$ cat config.mk
export PLATFORM = sky130hd
export DESIGN_NAME = miter_stim_driver
export DESIGN_NICKNAME = d
export VERILOG_FILES = /design/src/rtl/miter_pkg.sv /design/src/rtl/miter_lfsr.sv /design/src/rtl/miter_stim_driver.sv
export SDC_FILE = /design/constraint.sdc
export NUM_CORES = 1
export LEC_CHECK = 0
export ABC_AREA = 1
export BUFFER_PORTS_ARGS = -buffer_cell sky130_fd_sc_hd__buf_4
export CAP_MARGIN = 20
export CORE_UTILIZATION = 40
export DETAILED_ROUTE_END_ITERATION = 8
export GPL_ROUTABILITY_DRIVEN = 0
export PLACE_DENSITY = 0.64
export SETUP_SLACK_MARGIN = 0.05
export SLEW_MARGIN = 20
export SYNTH_ARGS = -nofsm -noshare
export SYNTH_HDL_FRONTEND = slang
export SYNTH_SLANG_ARGS = --single-unit
export TNS_END_PERCENT = 5
$ cat constraint.sdc
create_clock -name clk -period 2 [get_ports clk]
set_input_delay 0.1 -clock clk [delete_from_list [all_inputs] [get_ports clk]]
set_output_delay 0.1 -clock clk [all_outputs]
set_load 0.02 [all_outputs]
$ cat src/rtl/miter_pkg.sv
// Shared types and LFSR helpers for the miter stimulus blocks.
// Galois tap masks are right-shifting: the bit shifted out of bit 0 XORs the mask into the register.
package miter_pkg;

    typedef enum logic [1:0] {
        IDLE  = 2'd0,
        SWEEP = 2'd1,
        RAND  = 2'd2,
        DONE  = 2'd3
    } t_drv_state;

    localparam logic [15:0] SEED_DEFAULT = 16'hACE1;

    // Maximal-length tap masks for right-shifting Galois LFSRs, indexed by width.
    function automatic logic [31:0] lfsr_taps(input int w);
        logic [31:0] taps;
        case (w)
            2:       taps = 32'h0000_0003;
            3:       taps = 32'h0000_0006;
            4:       taps = 32'h0000_000C;
            5:       taps = 32'h0000_0014;
            6:       taps = 32'h0000_0030;
            7:       taps = 32'h0000_0060;
            8:       taps = 32'h0000_00B8;
            12:      taps = 32'h0000_0E08;
            13:      taps = 32'h0000_1C80;
            14:      taps = 32'h0000_3802;
            15:      taps = 32'h0000_6000;
            16:      taps = 32'h0000_B400;
            20:      taps = 32'h0009_0000;
            24:      taps = 32'h00E1_0000;
            32:      taps = 32'hA300_0000;
            default: taps = 32'h0000_B400;
        endcase
        return taps;
    endfunction

    function automatic logic [31:0] lfsr_next(input logic [31:0] value, input int w);
        logic [31:0] shifted;
        shifted = value >> 1;
        if (value[0]) begin
            shifted = shifted ^ lfsr_taps(w);
        end
        return shifted;
    endfunction

endpackage

$ cat src/rtl/miter_lfsr.sv
// Galois LFSR with synchronous reload; shared by the miter stimulus blocks.
module miter_lfsr
    import miter_pkg::*;
#(
    parameter int                LFSR_W = 16,
    parameter logic [LFSR_W-1:0] SEED   = LFSR_W'(SEED_DEFAULT)
) (
    input  logic              clk,
    input  logic              rst_n,
    input  logic              load,
    input  logic              step,
    output logic [LFSR_W-1:0] value
);

    logic [LFSR_W-1:0] r_value;

    always_ff @(posedge clk) begin
        if (!rst_n) begin
            r_value <= SEED;
        end else if (load) begin
            r_value <= SEED;
        end else if (step) begin
            r_value <= LFSR_W'(lfsr_next(32'(r_value), LFSR_W));
        end
    end

    assign value = r_value;

endmodule

$ cat src/rtl/miter_stim_driver.sv
// Active end of an equivalence miter: sweeps then randomises the shared input bus,
// compares the two design outputs on every accepted vector and records the verdict.
module miter_stim_driver
    import miter_pkg::*;
#(
    parameter int                DATA_W = 2,
    parameter int                Q_W    = 1,
    parameter int                N_RAND = 64,
    parameter int                LFSR_W = 16,
    parameter logic [LFSR_W-1:0] SEED   = LFSR_W'(SEED_DEFAULT),
    parameter int                CNT_W  = 16
) (
    input  logic              clk,
    input  logic              rst_n,
    input  logic              start_i,
    input  logic              ready_i,
    output logic [DATA_W-1:0] data_o,
    output logic              data_valid_o,
    input  logic [Q_W-1:0]    q1_i,
    input  logic [Q_W-1:0]    q2_i,
    output logic              busy_o,
    output logic              done_o,
    output logic              pass_o,
    output logic [CNT_W-1:0]  mismatch_cnt_o,
    output logic [CNT_W-1:0]  vec_cnt_o,
    output logic [DATA_W-1:0] first_fail_o,
    output logic              first_fail_valid_o
);

    localparam int                RC_W       = (N_RAND > 1) ? $clog2(N_RAND) : 1;
    localparam logic [RC_W-1:0]   RAND_LAST  = RC_W'((N_RAND > 0) ? N_RAND - 1 : 0);
    localparam logic [DATA_W-1:0] SWEEP_LAST = '1;

    t_drv_state        r_state;
    logic [DATA_W-1:0] r_data;
    logic              r_busy;
    logic              r_done;
    logic              r_pass;
    logic [CNT_W-1:0]  r_mis_cnt;
    logic [CNT_W-1:0]  r_vec_cnt;
    logic [DATA_W-1:0] r_first_fail;
    logic              r_first_fail_valid;
    logic [RC_W-1:0]   r_rand_cnt;

    logic [LFSR_W-1:0] w_lfsr_value;
    logic              w_valid;
    logic              w_accept;
    logic              w_differ;
    logic              w_last;
    logic              w_load;
    logic              w_step;
    logic [CNT_W-1:0]  w_mis_next;
    logic [CNT_W-1:0]  w_vec_next;

    assign w_valid  = (r_state == SWEEP) || (r_state == RAND);
    assign w_accept = w_valid && ready_i;
    assign w_differ = (q1_i != q2_i);
    assign w_last   = ((r_state == SWEEP) && (r_data == SWEEP_LAST)) ||
                      ((r_state == RAND)  && (r_rand_cnt == RAND_LAST));
    assign w_load   = ((r_state == IDLE) || (r_state == DONE)) && start_i;
    assign w_step   = w_accept && (r_state == RAND);

    // Next-count values feed both the counters and the pass verdict taken on the final vector.
    assign w_mis_next = (w_accept && w_differ && !(&r_mis_cnt)) ? r_mis_cnt + CNT_W'(1) : r_mis_cnt;
    assign w_vec_next = (w_accept && !(&r_vec_cnt)) ? r_vec_cnt + CNT_W'(1) : r_vec_cnt;

    miter_lfsr #(
        .LFSR_W (LFSR_W),
        .SEED   (SEED)
    ) u_lfsr (
        .clk   (clk),
        .rst_n (rst_n),
        .load  (w_load),
        .step  (w_step),
        .value (w_lfsr_value)
    );

    always_ff @(posedge clk) begin
        if (!rst_n) begin
            r_state            <= IDLE;
            r_data             <= '0;
            r_busy             <= 1'b0;
            r_done             <= 1'b0;
            r_pass             <= 1'b0;
            r_mis_cnt          <= '0;
            r_vec_cnt          <= '0;
            r_first_fail       <= '0;
            r_first_fail_valid <= 1'b0;
            r_rand_cnt         <= '0;
        end else begin
            if (w_accept) begin
                r_vec_cnt <= w_vec_next;
                r_mis_cnt <= w_mis_next;
                if (w_differ && !r_first_fail_valid) begin
                    r_first_fail       <= r_data;
                    r_first_fail_valid <= 1'b1;
                end
            end
            case (r_state)
                IDLE, DONE: begin
                    if (start_i) begin
                        r_state            <= SWEEP;
                        r_data             <= '0;
                        r_busy             <= 1'b1;
                        r_done             <= 1'b0;
                        r_pass             <= 1'b0;
                        r_mis_cnt          <= '0;
                        r_vec_cnt          <= '0;
                        r_first_fail       <= '0;
                        r_first_fail_valid <= 1'b0;
                        r_rand_cnt         <= '0;
                    end
                end
                SWEEP, RAND: begin
                    if (ready_i) begin
                        if (w_last && ((r_state == RAND) || (N_RAND == 0))) begin
                            r_state <= DONE;
                            r_data  <= '0;
                            r_busy  <= 1'b0;
                            r_done  <= 1'b1;
                            r_pass  <= (w_mis_next == '0);
                        end else if (r_state == SWEEP) begin
                            if (w_last) begin
                                // The LFSR still holds SEED here, so the first random vector is the seed itself.
                                r_state <= RAND;
                                r_data  <= w_lfsr_value[DATA_W-1:0];
                            end else begin
                                r_data <= r_data + DATA_W'(1);
                            end
                        end else begin
                            r_data     <= DATA_W'(lfsr_next(32'(w_lfsr_value), LFSR_W));
                            r_rand_cnt <= r_rand_cnt + RC_W'(1);
                        end
                    end
                end
                default: r_state <= IDLE;
            endcase
        end
    end

    assign data_o             = r_data;
    assign data_valid_o       = w_valid;
    assign busy_o             = r_busy;
    assign done_o             = r_done;
    assign pass_o             = r_pass;
    assign mismatch_cnt_o     = r_mis_cnt;
    assign vec_cnt_o          = r_vec_cnt;
    assign first_fail_o       = r_first_fail;
    assign first_fail_valid_o = r_first_fail_valid;

endmodule

==> results_dict.tcl <==
set metrics [dict create \
    critPathMaxFanout 11 \
    die-area_um2 8798 \
    p_seq_share_pct 37.9 \
    max-slew-margin-rel_pct 69.46 \
    drv_cap 0 \
    drt_wl_total_um 8375 \
    leakagePower_nw 1.930 \
    cts_buffers 9 \
    end_kind "register" \
    grt_usage_pct 20.15 \
    start_kind "register" \
    tightest_slew_ns 0.4577 \
    dp_hpwl_um 6091 \
    die_x_um 93.80 \
    clkPwrFrac_pct 24.9 \
    rows 33 \
    antenna_found_initial 0 \
    clk_pin_slew_ns 0.07 \
    first_pass_iters 4 \
    clock_latency_ns 0.33 \
    fin_cells 676 \
    fin_crit_ns 1.900 \
    pin_count 47 \
    start_util_pct 41.23 \
    p_comb_share_pct 37.2 \
    postRouteAntennaNets 0 \
    report.final.slew_viol_count 0 \
    route.vias.total 3346 \
    worst-path-stages 16 \
    p_sw_mw 1.483 \
    synthesis.instances 495 \
    peakVddDrop_mv 0.4988 \
    final_cell_mix "nand2_1 (118), buf_4 (71), inv_1 (63), nor2_1 (57), dfxtp_1 (57)" \
    htree_levels 3 \
    area_growth_pct 26.32 \
    viasPerCell 4.950 \
    crit_type "reg2reg" \
    ctsLongestPathBuffers 2 \
    path_cells "inv_1 > ha_4 > inv_4 > nand2_4 > inv_2 > nand2_4 > buf_4 > clkinv_1 > nand2_4 > o21ai_1 > nand2_1 > inv_2 > nand2_1 > nor2_1 > nand2_1 > a21oi_2" \
    grt.overflow.total 0 \
    async_flop_share_pct 0 \
    crit_buf_inv 6 \
    synth_edf_count 0 \
    dp_cells 658 \
    antenna_cells 0 \
    core_um2 8175 \
    hold_depth 3 \
    nets 579 \
    netSwitchingFraction_pct 38.17 \
    drive_gt1_share_pct 22.07 \
    avgSynthCellArea_um2 6.810 \
    finalHoldViolations 0 \
    ys_seq_elements 64 \
    port_buffers 46 \
    fin_crit_sh_pct 95.00 \
    arrival_ns 2.17 \
    reg2reg_slack_ns 0.1 \
    synth_area_um2 3371 \
    rsz0062_at_grt "yes" \
    ys_warn_count 0 \
    ys_seq_area_share_pct 38.01 \
    min-delay-path-class "in2reg" \
    max_stage_delay_ns 0.33 \
    cts_root_buf "clkbuf_8" \
    tritoncts "yes" \
    synth.distinct_cells 38 \
    r2r_cells 16 \
    die_h_um 93.80 \
    grt_max_degree 34 \
    syn-num-nets 508 \
    drt_iter0_markers 152 \
    grt_pass1_wl_um 13990 \
    power_mw 3.886 \
    status "finished clean" \
    cts_sinks 64 \
    layout_commonest_cell "nand2_1" \
    first_global_vias 3102 \
    finalSetupViolations 0 \
    synth_ff_type "dfxtp_1" \
    cp.required_ns 2.27 \
    intPower_mw 2.403 \
    p_per_area_nw_per_um2 912.6 \
    wl_per_cell_um 12.39 \
    drc_errors 0 \
    clock_skew_ns 0.006270 \
    fmax_mhz 526.3 \
    path_delay_family "simple AND/OR/NAND/NOR gates" \
    cpMaxStageDelayCell "dfxtp_2" \
]
## metrics by stage
step	hold slack, ns	util [%]	setup slack, ns	TNS, ns	area (µm²)
after global routing	0.1106	52.08	-0.04755	-0.04755	4258
after detailed placement	0.3370	48.73	-0.08643	-0.08643	3984
after CTS	0.1079	51.29	0.06205	0	4193
after global placement	0.3419	48.73	-0.06749	-0.06749	3984
after floorplan	0.1974	-	0.07739	0	3372
final	0.1164	52.08	0.09992	0	4258
## worst paths after layout
check	endpoint	startpoint
max	pass_o$_SDFFE_PN0P_	r_state[0]$_SDFFE_PN0P_
min	mismatch_cnt_o[4]$_SDFF_PN0_	rst_n
max reg2reg	pass_o$_SDFFE_PN0P_	r_state[0]$_SDFFE_PN0P_
min reg2reg	u_lfsr.value[7]$_SDFFE_PP1P_	u_lfsr.value[7]$_SDFFE_PP1P_
## logic make-up (layout without fill, tap and decap cells)
group,Yosys count,count (layout),share of synthesized area (%)
AND/OR/NAND/NOR,246,246,31.66
buffers and inverters,83,159,9.800
AO/OA/AOI/OAI,81,81,14.29
flip-flops,64,64,38.01
XOR/XNOR,14,14,3.638
adder cells (fa/ha/maj),7,7,2.598
## power groups by stage
stage	registers, mW	logic, mW	clock network [mW]
5_1_grt	1.49	1.60	1.06
4_1_cts	1.47	1.42	0.999
6_report	1.47	1.44	0.969
3_3_place_gp	1.49	1.35	0
2_1_floorplan	1.54	0.814	0
3_5_place_dp	1.49	1.36	0
## Yosys cell counts (2+ instances only)
cell | count | area [µm²]
a21oi_1 | 20 | 100.1
nand2_2 | 5 | 31.28
buf_1 | 3 | 11.26
o2111ai_1 | 3 | 26.28
nand3_1 | 26 | 130.1
nor2_2 | 2 | 12.51
and3_1 | 2 | 12.51
nand2_4 | 2 | 22.52
o21ai_1 | 3 | 15.01
nor2_1 | 64 | 240.2
ha_1 | 7 | 87.58
clkinv_1 | 2 | 7.510
o21ai_2 | 2 | 17.52
o21a_1 | 2 | 15.01
inv_1 | 63 | 236.5
nor3_1 | 10 | 50.05
nor4_1 | 3 | 18.77
and2_1 | 2 | 12.51
o211ai_1 | 16 | 120.1
dfxtp_1 | 64 | 1281
nand2_1 | 119 | 446.7
a211oi_1 | 2 | 15.01
o21ai_0 | 30 | 150.1
xnor2_1 | 7 | 61.31
buf_6 | 2 | 22.52
xor2_1 | 7 | 61.31
clkbuf_1 | 7 | 26.28
nand4_1 | 5 | 31.28
inv_2 | 4 | 15.01
nor2_4 | 3 | 33.78
## routing by layer
layer / vias up / wire length (µm) / track usage (%) / share of wire (%)
li1: 1733 / - / - / -
met1: 1545 / 3847 / 25.17 / 46
met2: 60 / 4083 / 34.49 / 49
met3: 8 / 338 / 3.317 / 4.0
met4: 0 / 106 / 7.692 / 1.3
met5: - / 0 / 0 / 0
## layout make-up
type	count	area (µm²)
fill	797	3918
multi-input combinational	348	1842
sequential	64	1290
timing repair buffer	73	563.0
inverter	70	265.3
clock buffer	13	148.9
tap	105	131.4
clock inverter	3	17.52
## tightest hold or removal path: stages
cell and delay, ns:
buf_4 0.19, nand2_1 0.09, inv_1 0.03
## sequential cells by signal, indices dropped and copies added, names as in the netlist
signal              flops
first_fail_o            2
r_rand_cnt              6
pass_o                  1
first_fail_valid_o      1
vec_cnt_o              16
mismatch_cnt_o         16
busy_o                  1
done_o                  1
data_o                  2
u_lfsr.value           16
r_state                 2
## timing repair
action,4_1_cts,5_1_grt
endpoints found under the hold margin,1,0
pin swaps,1,3
hold buffers,1,0
setup endpoints to repair,1,6
setup buffers,0,1
gates resized for setup,7,17
Power figures use the tool's default switching activity.
